$ cat src/rtl/fifo_wr_ctrl.sv
// Write-side controller for the asynchronous FIFO: binary/Gray write pointer,
// read-pointer synchronizer, registered FULL/ALMOST_FULL/W_LEVEL and optional
// sticky OVERFLOW (enabled by defining FIFO_WR_OVF_EN).
module fifo_wr_ctrl #(
    parameter int ADDR_WIDTH   = 3,
    parameter int SYNC_STAGES  = 2,
    parameter int AFULL_THRESH = 6
) (
    input  logic                  W_CLK,
    input  logic                  W_RST,
    input  logic                  W_INC,
    input  logic [ADDR_WIDTH:0]   R_PTR,
    input  logic                  OVF_CLR,
    output logic                  W_EN,
    output logic [ADDR_WIDTH-1:0] W_ADDR,
    output logic [ADDR_WIDTH:0]   W_PTR,
    output logic                  FULL,
    output logic                  ALMOST_FULL,
    output logic [ADDR_WIDTH:0]   W_LEVEL,
    output logic                  OVERFLOW
);

    localparam int PW = ADDR_WIDTH + 1;
    localparam logic [PW-1:0] AFULL_P   = PW'(AFULL_THRESH);
    localparam logic [PW-1:0] FULL_MASK = PW'(3) << (PW - 2);

    function automatic logic [PW-1:0] gray_to_bin(input logic [PW-1:0] g);
        logic [PW-1:0] b;
        b[PW-1] = g[PW-1];
        for (int i = PW - 2; i >= 0; i--) begin
            b[i] = b[i+1] ^ g[i];
        end
        return b;
    endfunction

    logic [PW-1:0] wbin;
    logic [PW-1:0] wbin_next;
    logic [PW-1:0] wgray_next;
    logic [PW-1:0] sync_q [SYNC_STAGES];
    logic [PW-1:0] rq;
    logic [PW-1:0] rbin;
    logic [PW-1:0] level_next;
    logic          full_next;
    logic          afull_next;

    assign W_EN   = W_INC & ~FULL;
    assign W_ADDR = wbin[ADDR_WIDTH-1:0];

    // Read pointer is only ever observed through the synchronizer, so level is pessimistic.
    always_ff @(posedge W_CLK or negedge W_RST) begin
        if (!W_RST) begin
            for (int i = 0; i < SYNC_STAGES; i++) begin
                sync_q[i] <= '0;
            end
        end else begin
            sync_q[0] <= R_PTR;
            for (int i = 1; i < SYNC_STAGES; i++) begin
                sync_q[i] <= sync_q[i-1];
            end
        end
    end

    assign rq = sync_q[SYNC_STAGES-1];

    always_comb begin
        wbin_next  = wbin + {{ADDR_WIDTH{1'b0}}, W_EN};
        wgray_next = wbin_next ^ (wbin_next >> 1);
        rbin       = gray_to_bin(rq);
        level_next = wbin_next - rbin;
        full_next  = (wgray_next == (rq ^ FULL_MASK));
        afull_next = (level_next >= AFULL_P);
    end

    always_ff @(posedge W_CLK or negedge W_RST) begin
        if (!W_RST) begin
            wbin        <= '0;
            W_PTR       <= '0;
            W_LEVEL     <= '0;
            FULL        <= 1'b0;
            ALMOST_FULL <= 1'b0;
        end else begin
            wbin        <= wbin_next;
            W_PTR       <= wgray_next;
            W_LEVEL     <= level_next;
            FULL        <= full_next;
            ALMOST_FULL <= afull_next;
        end
    end

`ifdef FIFO_WR_OVF_EN
    // Set has priority over clear so a blocked write is never lost.
    always_ff @(posedge W_CLK or negedge W_RST) begin
        if (!W_RST) begin
            OVERFLOW <= 1'b0;
        end else if (W_INC && FULL) begin
            OVERFLOW <= 1'b1;
        end else if (OVF_CLR) begin
            OVERFLOW <= 1'b0;
        end
    end
`else
    logic ovf_clr_unused;
    assign ovf_clr_unused = OVF_CLR;
    assign OVERFLOW       = 1'b0;
`endif

endmodule
$ cat config.mk
export PLATFORM = sky130hd
export DESIGN_NAME = fifo_wr_ctrl
export DESIGN_NICKNAME = d
export VERILOG_FILES = /design/src/rtl/fifo_wr_ctrl.sv
export SDC_FILE = /design/constraint.sdc
export NUM_CORES = 1
export LEC_CHECK = 0
export ABC_AREA = 1
export BUFFER_PORTS_ARGS = -buffer_cell sky130_fd_sc_hd__buf_4
export CAP_MARGIN = 40
export CORE_MARGIN = 10
export CORE_UTILIZATION = 57
export CTS_BUF_LIST = sky130_fd_sc_hd__clkbuf_8
export DETAILED_ROUTE_END_ITERATION = 10
export GPL_ROUTABILITY_DRIVEN = 0
export PLACE_DENSITY = 0.86
export SYNTH_ARGS = -nofsm -noshare
export SYNTH_HDL_FRONTEND = slang
export SYNTH_SLANG_ARGS = --single-unit
$ cat constraint.sdc
create_clock -name W_CLK -period 4.2 [get_ports W_CLK]
set_clock_uncertainty 0.2 [all_clocks]
set_input_delay 0.42 -clock W_CLK [delete_from_list [all_inputs] [get_ports W_CLK]]
set_output_delay 0.42 -clock W_CLK [all_outputs]
set_load 0.01 [all_outputs]
Word-level counts from Yosys, hierarchy flattened
Index checks and enable logic that the tools add are counted.
- equal/unequal tests: 1
- bitwise operators: 7
- magnitude comparators: 1
- $add $sub $neg: 2
- operator list (cell ; count):
    $add 4x1->4 ; 1
    $eq 4x4->1 ; 1
    $ge 4x3->1 const B ; 1
    $sub 4x4->4 ; 1
    $xor 4x3->4 ; 1
    $xor 1x1->1 ; 3
    $not 2->2 ; 1
    $and 1x1->1 ; 1
    $not 1->1 ; 1
- logic and storage cells: 18
- input port bits: 8
- output and inout port bits: 15
- register bits: 22

Longest topological paths before layout
- word-level depth: 5
- mapped depth: 12
- depth with buffers taken out: 12

Least setup slack after synthesis
OpenSTA, ideal clock, no wires.
- path kind: input to register
- start: input port W_INC
- end: register ALMOST_FULL
- library setup time: 0.125 ns
- data required time: 3.875 ns
- slack: 1.956 ns
- data arrival time: 1.918 ns
- buffers on the path: 0
- stages on the path: 12
- path through: inv_1 nor2_1 ha_1 ha_1 inv_1 nand2_1 nand2_1 ha_1 a21oi_1 inv_1 nand2_1 nand3_1
- word-level cells in the longest chain between the ends: 4
- RTL lines (what ; line ; RTL):
    from (decl) ; 11 ; input logic W_INC,
    $and 1x1->1 ; 46 ; assign W_EN = W_INC & ~FULL;
    named net W_EN ; 14 ; output logic W_EN,
    $add 4x1->4 ; 66 ; wbin_next = wbin + {{ADDR_WIDTH{1'b0}}, W_EN};
    named net wbin_next[2] ; 37 ; logic [PW-1:0] wbin_next;
    $sub 4x4->4 ; 69 ; level_next = wbin_next - rbin;
    $ge 4x3->1 ; 71 ; afull_next = (level_next >= AFULL_P);
    named net afull_next ; 44 ; logic afull_next;
    to (signal assigned) ; 86 ; ALMOST_FULL <= afull_next;
    to (decl) ; 18 ; output logic ALMOST_FULL,
The timed path passes the listed nets, and every way through them passes these cells.

Worst setup path in the final report
- start: register FULL
- end: register ALMOST_FULL
- word-level cells in the longest chain between the ends: 5
- RTL lines (what ; line ; RTL):
    from (decl) ; 17 ; output logic FULL,
    from (signal assigned) ; 85 ; FULL <= full_next;
    $not 1->1 ; 46 ;
    $and 1x1->1 ; 46 ;
    $add 4x1->4 ; 66 ;
    named net wbin_next[2] ; 37 ;
    $sub 4x4->4 ; 69 ;
    $ge 4x3->1 ; 71 ;
    named net afull_next ; 44 ;
The timed path passes the listed nets, and every way through them passes these cells.

==> results by group <==
Status
  • Status: complete, no violations

Final layout
  • Fill cells: 107
  • Diode count: 0
  • Layout cells sized above 1: 22.6%
  • Fin nets: 130
  • Area grow syn2layout: 23.7%
  • Register area: 526 um2
  • Area occupied by multi-input gates: 330 um2

Routing
  • WL final: 1730 um
  • Vias post-DR: 654
  • DRC errors left: 0
  • Initial DRC Count: 2
  • Post-detailed-route wirelength per cell: 13.2 um
  • Pre-Repair DR Iteration Count: 3
  • Routed vias/inst: 4.99
  • Routed Antenna Nets: 0

Yosys
  • Yosys top cell by area: dfrtp_1
  • Post-synth top area share: 57.1%
  • Main flop type after synthesis: dfrtp_1
  • Most frequent cells after synthesis: nand2_1, dfrtp_1, inv_1
  • Post-synthesis sequential area ratio: 57.1%
  • FFs w/ async S/R, synth: 100%
  • Syn_nets: 105
  • #FFs+latches synth: 21
  • Synth Cell Area: 920 um2
  • Synth cell types: 17
  • Syn_area_per_cell: 10.1 um2
  • Yosys warnings: 0
  • Cell count after synthesis: 91
  • EDFF count, synth: 0
  • Main area contributors after synthesis: dfrtp_1, nand2_1, nand3_1
  • Top-count cell post-synth: nand2_1

Timing
  • Slew Viols, Final: 0
  • Setup TNS: 0 ns
  • Final-report hold violation count: 0
  • Final WS setup: 1.93 ns
  • Crit share post-route: 54.1%
  • Crit path time final: 2.27 ns
  • RSZ-0062 raised after global routing: no
  • # setup viols final: 0
  • Fmax: 0.440 GHz

Pwr
  • Max VDD drop: 496 uV
  • Leakage: 0.635 nW
  • P per Cell Area: 812 nW/um2

Placement
  • IO buf count: 20
  • Pre-CTS WS: 1.73 ns
  • Detailed Place HPWL: 1410 um

Critical path
  • Flop2flop setup slack: 1.93 ns
  • Startpoint types: register
  • R2r startpoint: FULL
  • R2R cell count: 11
  • CP required: 4.15 ns
  • Worst-path maximum fanout: 4
  • Worst R2R End: ALMOST_FULL
  • CP endpoint kind: register
  • Crit path DAT: 2.22 ns
  • Crit Path Class: reg -> reg

Floorplanning
  • Core Region: 1520 um2
  • Die ar.: 3620 um2
  • Starting Density: 60.3%
  • I/O Pins: 23
  • Chip height: 60.2 um
  • Die Width: 60.2 um
  • Num rows: 14

Global route
  • Met1 Usage GRT: 9.14%
  • Number of global-route vias before repair: 683
  • Global routing's busiest layer: met2
  • Initial antenna violation count: 0
  • First-pass GRT wire length: 2800 um
  • Met2 usage: 20.1%
  • Largest net degree at the start of global routing: 22
  • Congestion Overflow GR: 0
  • GRT Util Overall: 10.1%
  • Met3 Use GR: 2.97%

Hold path
  • Hold endpoint: sync_q[7]
  • Hold Path Depth: 1
  • Hold Crit Class: in -> reg
  • Hold Startpoint: R_PTR[3]

CTS
  • CTS buffer count: 3
  • Clock Latency Late Sink: 0.26 ns
  • Clk sinks: 21
  • CTS tree: done
  • Postcts setup bufs: 0
  • Reg clk slew, reported paths: 0.07 ns
  • Root buffer cell: clkbuf_8
  • H-Tree Depth: 1
  • Maximum buffer depth of the clock tree: 2

Run
  • Max Cap Viol: 0
==> area by class of cell <==
| cell class | instances | area share, % |
|---|---|---|
| clock buffers | 3 | 3.63 |
| clock inverters | 1 | 0.330 |
| inverters | 15 | 4.95 |
| repair buffers | 21 | 14.1 |
| multi-input cells | 54 | 29.0 |
| well taps | 16 | 1.76 |
| flip-flops and latches | 21 | 46.2 |
==> sequential cells by signal, summed over array words and instances, names as in the netlist <==
register	cells
sync_q	4
wbin	3
W_PTR	4
rq	4
FULL	1
W_LEVEL	4
ALMOST_FULL	1
==> per-layer routing <==
layer  share of wire, %  wire length [um]  vias up
met1                 40               702      310
met2                 53               924       12
met3                4.7                81        2
met5                  0                 0        -
met4                1.4                25        0
li1                   -                 -      330
==> power breakdown <==
part | internal [mW] | switching (mW)
clock | 0.0651 | 0.0607
combinational | 0.209 | 0.281
sequential | 0.275 | 0.0329
total | 0.549 | 0.375
==> cells by family after synthesis <==
| group | Yosys count | synth area share [%] |
|---|---|---|
| other | 1 | 0.408 |
| AND/OR/NAND/NOR | 40 | 18.8 |
| flip-flops | 21 | 57.1 |
| XOR/XNOR | 5 | 6.40 |
| adder cells (fa/ha/maj) | 6 | 8.98 |
| AO/OA/AOI/OAI | 2 | 1.36 |
| buffers and inverters | 16 | 6.94 |
==> per-stage QoR <==
step	utilization, %	hold WS, ns	cells	total power, mW	instance area [um2]
6_report	74.6	0.0633	131	0.923	1140
2_1_floorplan	-	-0.0756	91	0.621	920
4_1_cts	74.6	0.0646	131	0.933	1140
3_5_place_dp	71.0	0.113	126	0.805	1080
5_1_grt	74.6	0.0574	131	1.00	1140
3_3_place_gp	71.0	0.107	126	0.778	1080
==> cells in the final DEF (no fill, tap or decap) <==
cell type,Yosys,final
nand2_1,22,22
dfrtp_1,21,21
buf_4,1,20
inv_1,15,16
nand3_1,14,14
ha_1,5,5
clkbuf_8,0,3
xor2_1,2,2
nor2_1,2,2
nand4_1,1,1
nand2_2,1,1
xnor2_2,1,1
xor2_2,1,1
xnor2_1,1,1
o21bai_1,1,1
a21oi_1,1,1
fa_1,1,1
conb_1,1,1
dlygate4sd3_1,0,1
==> worst max path at each step <==
stage                     startpoint     endpoint  slack [ns]
final                           FULL  ALMOST_FULL        1.93
after global routing            FULL  ALMOST_FULL        1.75
after CTS                       FULL  ALMOST_FULL        1.91
after detailed placement       W_INC  ALMOST_FULL        1.73
after global placement         W_INC  ALMOST_FULL        1.80
after floorplan                W_INC  ALMOST_FULL        1.96
==> what timing repair did <==
item	4_1_cts	5_1_grt
endpoints found under the hold margin	21	0
gates resized for setup	0	0
hold buffers	1	0
==> critical path, stage by stage (launching register included) <==
cell     delay [ns]
dfrtp_1        0.37
nor2_1         0.14
ha_1           0.23
ha_1           0.21
inv_1          0.07
nand2_1        0.07
nand2_1        0.12
ha_1           0.36
a21oi_1        0.19
inv_1          0.06
nand2_1        0.08
nand3_1        0.06
Power figures use the tool's default switching activity.
